`src/rtl/uart_mm_master_pkg.sv`:
```
// Shared types and default mm_uart register map for the UART memory-mapped master.
package uart_mm_master_pkg;

    localparam int BYTE_WIDTH = 8;

    localparam logic [31:0] DEF_RX_ADDR       = 32'h9000_0010;
    localparam logic [31:0] DEF_RX_READY_ADDR = 32'h9000_0014;
    localparam logic [31:0] DEF_TX_ADDR       = 32'h9000_0020;
    localparam logic [31:0] DEF_TX_READY_ADDR = 32'h9000_0024;

    typedef enum logic [3:0] {
        IDLE      = 4'd0,
        POLL_TX   = 4'd1,
        CHK_TX    = 4'd2,
        WR_TX     = 4'd3,
        TX_SETTLE = 4'd4,
        POLL_RX   = 4'd5,
        CHK_RX    = 4'd6,
        RD_RX     = 4'd7,
        CAP_RX    = 4'd8
    } state_t;

endpackage

```
`src/rtl/uart_mm_master_if.sv`:
```
// Memory-mapped bus between the UART master (initiator) and mm_uart (target).
interface uart_mm_master_if #(
    parameter int DATA_WIDTH = 32,
    parameter int ADDR_WIDTH = 32
);
    logic                    readEnable;
    logic                    writeEnable;
    logic [DATA_WIDTH/8-1:0] writeByteEnable;
    logic [ADDR_WIDTH-1:0]   address;
    logic [DATA_WIDTH-1:0]   writeData;
    logic [DATA_WIDTH-1:0]   readData;

    modport master (
        output readEnable, writeEnable, writeByteEnable, address, writeData,
        input  readData
    );

    modport slave (
        input  readEnable, writeEnable, writeByteEnable, address, writeData,
        output readData
    );
endinterface

```
`src/rtl/uart_mm_tx_fifo.sv`:
```
// TX byte FIFO: registered storage, head visible combinationally; a push while full
// is accepted only together with a pop in the same cycle.
module uart_mm_tx_fifo #(
    parameter int DEPTH = 4,
    parameter int WIDTH = 8
) (
    input  logic             clock,
    input  logic             reset,
    input  logic             i_push,
    input  logic             i_pop,
    input  logic [WIDTH-1:0] i_data,
    output logic [WIDTH-1:0] o_data,
    output logic             o_full,
    output logic             o_empty
);
    localparam int AW = $clog2(DEPTH);

    logic [AW:0]      r_wptr;
    logic [AW:0]      r_rptr;
    logic [WIDTH-1:0] r_mem [DEPTH];
    logic             w_push;
    logic             w_pop;

    assign w_pop   = i_pop && !o_empty;
    assign w_push  = i_push && (!o_full || w_pop);
    assign o_empty = (r_wptr == r_rptr);
    assign o_full  = (r_wptr[AW] != r_rptr[AW]) && (r_wptr[AW-1:0] == r_rptr[AW-1:0]);
    assign o_data  = r_mem[r_rptr[AW-1:0]];

    always_ff @(posedge clock or posedge reset) begin
        if (reset) begin
            r_wptr <= '0;
            r_rptr <= '0;
        end else begin
            if (w_push) r_wptr <= r_wptr + 1'b1;
            if (w_pop)  r_rptr <= r_rptr + 1'b1;
        end
    end

    always_ff @(posedge clock) begin
        if (w_push) r_mem[r_wptr[AW-1:0]] <= i_data;
    end

endmodule

```
`src/rtl/uart_mm_master.sv`:
```
// Polls mm_uart status and moves bytes between valid/ready streams and the mm port,
// alternating TX and RX service; RX backpressure simply stops RX polling.
module uart_mm_master
    import uart_mm_master_pkg::*;
#(
    parameter int                    DATA_WIDTH    = 32,
    parameter int                    ADDR_WIDTH    = 32,
    parameter logic [ADDR_WIDTH-1:0] RX_ADDR       = DEF_RX_ADDR,
    parameter logic [ADDR_WIDTH-1:0] TX_ADDR       = DEF_TX_ADDR,
    parameter logic [ADDR_WIDTH-1:0] RX_READY_ADDR = DEF_RX_READY_ADDR,
    parameter logic [ADDR_WIDTH-1:0] TX_READY_ADDR = DEF_TX_READY_ADDR,
    parameter int                    TX_FIFO_DEPTH = 4
) (
    input  logic                  clock,
    input  logic                  reset,
    input  logic [BYTE_WIDTH-1:0] tx_byte,
    input  logic                  tx_valid,
    output logic                  tx_ready,
    output logic [BYTE_WIDTH-1:0] rx_byte,
    output logic                  rx_valid,
    input  logic                  rx_ready,
    uart_mm_master_if.master      mm
);
    localparam int BE_W = DATA_WIDTH / 8;
    localparam logic [DATA_WIDTH-1:0] STATUS_READY = {{(DATA_WIDTH-1){1'b0}}, 1'b1};
    localparam logic [BE_W-1:0]       BE_BYTE0     = {{(BE_W-1){1'b0}}, 1'b1};

    state_t                  r_state;
    logic                    r_prio_rx;
    logic                    r_re;
    logic                    r_we;
    logic [BE_W-1:0]         r_be;
    logic [ADDR_WIDTH-1:0]   r_addr;
    logic [DATA_WIDTH-1:0]   r_wd;
    logic                    r_rx_vld;
    logic [BYTE_WIDTH-1:0]   r_rx_byte;

    logic                    w_full;
    logic                    w_empty;
    logic [BYTE_WIDTH-1:0]   w_head;
    logic                    w_tx_elig;
    logic                    w_rx_elig;
    logic                    w_status_ok;

    uart_mm_tx_fifo #(
        .DEPTH (TX_FIFO_DEPTH),
        .WIDTH (BYTE_WIDTH)
    ) u_tx_fifo (
        .clock   (clock),
        .reset   (reset),
        .i_push  (tx_valid && tx_ready),
        .i_pop   (r_state == WR_TX),
        .i_data  (tx_byte),
        .o_data  (w_head),
        .o_full  (w_full),
        .o_empty (w_empty)
    );

    assign tx_ready    = !w_full && !reset;
    assign w_tx_elig   = !w_empty;
    assign w_rx_elig   = !r_rx_vld;
    assign w_status_ok = (mm.readData == STATUS_READY);

    assign mm.readEnable      = r_re;
    assign mm.writeEnable     = r_we;
    assign mm.writeByteEnable = r_be;
    assign mm.address         = r_addr;
    assign mm.writeData       = r_wd;
    assign rx_valid           = r_rx_vld;
    assign rx_byte            = r_rx_byte;

    // Bus outputs are loaded on entry to each state so they are glitch-free registers.
    always_ff @(posedge clock or posedge reset) begin
        if (reset) begin
            r_state   <= IDLE;
            r_prio_rx <= 1'b0;
            r_re      <= 1'b0;
            r_we      <= 1'b0;
            r_be      <= '0;
            r_addr    <= '0;
            r_wd      <= '0;
            r_rx_vld  <= 1'b0;
            r_rx_byte <= '0;
        end else begin
            r_re   <= 1'b0;
            r_we   <= 1'b0;
            r_be   <= '0;
            r_addr <= '0;
            r_wd   <= '0;
            if (r_rx_vld && rx_ready) r_rx_vld <= 1'b0;
            case (r_state)
                IDLE: begin
                    if (w_tx_elig && (!w_rx_elig || !r_prio_rx)) begin
                        r_state   <= POLL_TX;
                        r_prio_rx <= 1'b1;
                        r_re      <= 1'b1;
                        r_addr    <= TX_READY_ADDR;
                    end else if (w_rx_elig) begin
                        r_state   <= POLL_RX;
                        r_prio_rx <= 1'b0;
                        r_re      <= 1'b1;
                        r_addr    <= RX_READY_ADDR;
                    end
                end
                POLL_TX: r_state <= CHK_TX;
                CHK_TX: begin
                    if (w_status_ok) begin
                        r_state <= WR_TX;
                        r_we    <= 1'b1;
                        r_be    <= BE_BYTE0;
                        r_addr  <= TX_ADDR;
                        r_wd    <= {{(DATA_WIDTH-BYTE_WIDTH){1'b0}}, w_head};
                    end else begin
                        r_state <= IDLE;
                    end
                end
                WR_TX:     r_state <= TX_SETTLE;
                TX_SETTLE: r_state <= IDLE;
                POLL_RX:   r_state <= CHK_RX;
                CHK_RX: begin
                    if (w_status_ok) begin
                        r_state <= RD_RX;
                        r_re    <= 1'b1;
                        r_addr  <= RX_ADDR;
                    end else begin
                        r_state <= IDLE;
                    end
                end
                RD_RX: r_state <= CAP_RX;
                CAP_RX: begin
                    r_rx_byte <= mm.readData[BYTE_WIDTH-1:0];
                    r_rx_vld  <= 1'b1;
                    r_state   <= IDLE;
                end
                default: r_state <= IDLE;
            endcase
        end
    end

endmodule

```
`src/flat_wrapper.sv`:
```
// flat-port wrapper written by rule: the top's interface ports become plain ports
module uart_mm_master_flat import uart_mm_master_pkg::*;
#(
    parameter int                    DATA_WIDTH    = 32,
    parameter int                    ADDR_WIDTH    = 32,
    parameter logic [ADDR_WIDTH-1:0] RX_ADDR       = DEF_RX_ADDR,
    parameter logic [ADDR_WIDTH-1:0] TX_ADDR       = DEF_TX_ADDR,
    parameter logic [ADDR_WIDTH-1:0] RX_READY_ADDR = DEF_RX_READY_ADDR,
    parameter logic [ADDR_WIDTH-1:0] TX_READY_ADDR = DEF_TX_READY_ADDR,
    parameter int                    TX_FIFO_DEPTH = 4
)
  (clock, reset, tx_byte, tx_valid, tx_ready, rx_byte, rx_valid, rx_ready, mm_readEnable, mm_writeEnable, mm_writeByteEnable, mm_address, mm_writeData, mm_readData);
  uart_mm_master_if #(.DATA_WIDTH(DATA_WIDTH), .ADDR_WIDTH(ADDR_WIDTH)) mm_i ();
  input  logic clock;
  input  logic reset;
  input  logic [BYTE_WIDTH-1:0] tx_byte;
  input  logic tx_valid;
  output logic tx_ready;
  output logic [BYTE_WIDTH-1:0] rx_byte;
  output logic rx_valid;
  input  logic rx_ready;
  output wire logic [$bits(mm_i.readEnable)-1:0] mm_readEnable;
  output wire logic [$bits(mm_i.writeEnable)-1:0] mm_writeEnable;
  output wire logic [$bits(mm_i.writeByteEnable)-1:0] mm_writeByteEnable;
  output wire logic [$bits(mm_i.address)-1:0] mm_address;
  output wire logic [$bits(mm_i.writeData)-1:0] mm_writeData;
  input wire logic [$bits(mm_i.readData)-1:0] mm_readData;
  assign mm_readEnable = mm_i.readEnable;
  assign mm_writeEnable = mm_i.writeEnable;
  assign mm_writeByteEnable = mm_i.writeByteEnable;
  assign mm_address = mm_i.address;
  assign mm_writeData = mm_i.writeData;
  assign mm_i.readData = mm_readData;
  uart_mm_master #(.DATA_WIDTH(DATA_WIDTH), .ADDR_WIDTH(ADDR_WIDTH), .RX_ADDR(RX_ADDR), .TX_ADDR(TX_ADDR), .RX_READY_ADDR(RX_READY_ADDR), .TX_READY_ADDR(TX_READY_ADDR), .TX_FIFO_DEPTH(TX_FIFO_DEPTH)) u_core (.clock(clock), .reset(reset), .tx_byte(tx_byte), .tx_valid(tx_valid), .tx_ready(tx_ready), .rx_byte(rx_byte), .rx_valid(rx_valid), .rx_ready(rx_ready), .mm(mm_i));
endmodule
```
`config.mk`:
```
export PLATFORM = sky130hd
export DESIGN_NAME = uart_mm_master_flat
export DESIGN_NICKNAME = d
export VERILOG_FILES = /design/src/rtl/uart_mm_master_pkg.sv /design/src/rtl/uart_mm_master_if.sv /design/src/rtl/uart_mm_tx_fifo.sv /design/src/rtl/uart_mm_master.sv /design/src/flat_wrapper.sv
export SDC_FILE = /design/constraint.sdc
export NUM_CORES = 1
export LEC_CHECK = 0
export ABC_CLOCK_PERIOD_IN_PS = 2500
export BUFFER_PORTS_ARGS = -buffer_cell sky130_fd_sc_hd__buf_2
export CORE_MARGIN = 1.5
export CORE_UTILIZATION = 49
export CTS_CLUSTER_SIZE = 24
export DETAILED_ROUTE_END_ITERATION = 6
export GPL_TIMING_DRIVEN = 0
export PLACE_DENSITY = 0.8
export SYNTH_ARGS = -nofsm -noshare
export SYNTH_HDL_FRONTEND = slang
export SYNTH_SLANG_ARGS = --single-unit
export TNS_END_PERCENT = 1
```
`constraint.sdc`:
```
create_clock -name clock -period 2.5 [get_ports clock]
set_clock_uncertainty 0.05 [all_clocks]
set_input_delay 0.125 -clock clock [delete_from_list [all_inputs] [get_ports clock]]
set_output_delay 0.125 -clock clock [all_outputs]
set_load 0.01 [all_outputs]
```
==> impl_results.md <==
* Max-cap violations at 0
* Area delta synth->final at 32.42%
* Core area at 6277 sq um
* Slew headroom at 54.29%
* # fillers at 475
* R2R cell count at 4
* LEAKAGE at 0.002014 uW
* CTS Buffer Depth at 2
* CTS buffer count at 9
* Post-synth EDFFs at 32
* Final hold violation count at 0
* Worst hold margin at 0.005035 ns
* Max Fclk at 0.4937 GHz
* Cts hold-fix bufs at 14
* Top_reg_cell synth: dfrtp_1
* Vias in the first global route at 1978
* First-pass DRT Iterations at 4
* IO Pins at 124
* Critical path class: reg -> out
* Post-CTS Resized at 0
* Via count at 2072
* Row count at 29
* Required @ worst endpoint at 2.33 ns
* Diode count at 0
* CP max FO at 10
* DP Worst Slack at -0.1740 ns
* Critical Path End Type: primary output
* Final ANT Viol Nets at 0
* RSZ-0062 raised after global routing: no
* Cell type with the highest aggregate area in the netlist: edfxtp_1
* Final period utilization at 81.02%
* Commonest non-fill, non-tap cell in the layout: buf_2
* Syn_area_per_cell at 13.74 sq um
* Final Setup Violations at 0
* Congestion Overflow GR at 0
* Die Ht at 83.31 um
* Buffers on Ports at 69
* Initial antenna violation count at 0
* Routed WL at 5.797 mm
* Nets at 428
* Post-synth cell types at 41
* Clock sink count at 66
* Wire length of the first global-routing pass at 9.135 mm
* Top cells by area, synth: edfxtp_1 (30%), dfrtp_1 (27%), buf_4 (14%), mux4_2 (5.7%), mux2_2 (2.9%)
* Die X at 83.31 um
* Total negative slack at 0 ns
* Yosys warnings at 0
* Post-synth ARST share at 51.52%
* Starting density of the core at 50.35%
* GR Util All Layers at 17.08%
* GPL Wtd Cong at 0.7618
* Gate Count Post-Synth at 230
* Post-synthesis sequential area ratio at 57.32%
* Clock latency at the later pin of the worst-skew pair at 0.35 ns
* Setup ws final at 0.4746 ns
* Routed len/inst at 12.57 um
* # Post-CTS Setup Buffers at 0
* Worst-Margin Slew at 0.6804 ns
* Fin crit period at 2.025 ns
* Clock root buffer: clkbuf_8
* WHS Path Cells at 2
* Arrival time at the worst endpoint at 1.85 ns
* CTS tree: built
* DR DRC count at 0
* Commonest non-fill, non-tap cells in the layout: buf_2 (70), buf_4 (57), conb_1 (54)
* Layout cells sized above 1 at 43.23%
* Post-DP HPWL at 4.038 mm
* Synth top area share at 30.40%
* Util after Layout at 66.67%
* Cell Area, Synth at 3161 sq um
* Die ar. at 6941 sq um
* Yosys reg bits at 66
* Startpoint Class: flip-flop
* H-Tree Depth at 3
* PwrDens at 891.8 nW/um^2
* Vias/cell at 4.495
* Largest net degree at the start of global routing at 36
* Final Max Slew Viols at 0
* VDD IR-drop max at 0.6135 mV
* Power consumption at 3732 uW
* Min-Delay Path Class: in -> reg
* Worst-path clk slew at 0.07 ns
* Outcome: finished clean
* 1st-iter DRT viols at 97
flip-flops by register name, summed over array words and instances (netlist names):
register and count:
u_core.mm.writeByteEnable 1, u_core.mm.writeData 8, u_core.u_tx_fifo.r_wptr 3, u_core.u_tx_fifo.r_rptr 3
u_core.r_state 4, u_core.u_tx_fifo.r_mem 32, u_core.r_prio_rx 1, u_core.rx_byte 8
u_core.mm.readEnable 1, u_core.mm.address 4, u_core.rx_valid 1
final cells by class:
cell class	instances	area (sq um)	share of cell area, %
Multi-Input combinational cell	151	1085	25.92
Inverter	6	22.52	0.5381
Buffer	60	440.4	10.52
Clock inverter	3	65.06	1.555
Timing Repair Buffer	85	515.5	12.32
Tap cell	77	96.34	2.302
Sequential cell	66	1812	43.29
Clock buffer	13	148.9	3.558
logic make-up (layout without fill, tap and decap cells):
logic type / Yosys count / in the layout / share of synthesized area (%)
xor+xnor: 11 / 11 / 3.048
buf+inv: 66 / 167 / 14.65
mux: 17 / 17 / 8.907
other cells: 1 / 54 / 0.1187
flops: 66 / 66 / 57.32
simple gates: 47 / 47 / 10.73
compound gates: 17 / 17 / 3.246
fa+ha+maj: 5 / 5 / 1.979
worst max-delay path, stage by stage (launching register included):
cell	delay (ns)
dfrtp_1	0.40
clkbuf_1	0.49
xnor2_1	0.21
a31oi_1	0.24
buf_2	0.17
power by group:
group,switching [uW],internal (uW)
clock network,378,588
registers,156,1390
logic,609,610
total,1140,2590
cells in the mapped netlist (2+ instances only):
master / count
dfrtp_1: 34
o21ai_0: 2
inv_1: 5
nor3_1: 2
or4_1: 3
mux4_2: 8
clkbuf_1: 2
and2_1: 5
ha_1: 5
xor2_1: 5
edfxtp_1: 32
nor2_1: 7
a31oi_1: 2
buf_4: 57
nand4_1: 3
xnor2_1: 6
mux2_2: 8
o31ai_1: 2
nand2_1: 3
o21ai_1: 3
a21oi_1: 5
nor4_1: 3
nor2b_1: 9
nor4_4: 2
worst paths after layout:
check | end | slack [ns] | from
setup / recovery | tx_ready | 0.47 | u_core.u_tx_fifo.r_rptr[1]$_DFFE_PP0P_
hold / removal | u_core.rx_byte[2]$_DFFE_PP0P_ | 0.005 | mm_readData[2]
setup reg to reg | u_core.u_tx_fifo.r_rptr[1]$_DFFE_PP0P_ | 0.51 | u_core.u_tx_fifo.r_wptr[0]$_DFFE_PP0P_
hold reg to reg | u_core.rx_byte[4]$_DFFE_PP0P_ | 0.45 | u_core.rx_byte[4]$_DFFE_PP0P_
max in group asynchronous | u_core.mm.writeByteEnable[0]$_DFF_PP0_ | 1.87 | reset
min in group asynchronous | u_core.u_tx_fifo.r_wptr[0]$_DFFE_PP0P_ | 0.34 | reset
through the flow:
| stage | cells | cell area, sq um |
|---|---|---|
| floorplan | 283 | 3359 |
| global placement | 429 | 3801 |
| detailed placement | 429 | 3801 |
| CTS | 459 | 4155 |
| global route | 461 | 4185 |
| finish | 461 | 4185 |
layer usage:
metal | wire (um) | GRT usage [%] | share of wire (%) | vias up
li1 | - | - | - | 1011
met1 | 2148 | 18.15 | 37 | 947
met2 | 2939 | 28.82 | 51 | 97
met3 | 544 | 6.759 | 9.4 | 17
met4 | 164 | 9.697 | 2.8 | 0
met5 | 0 | 0 | 0 | -
Power figures use the tool's default switching activity.
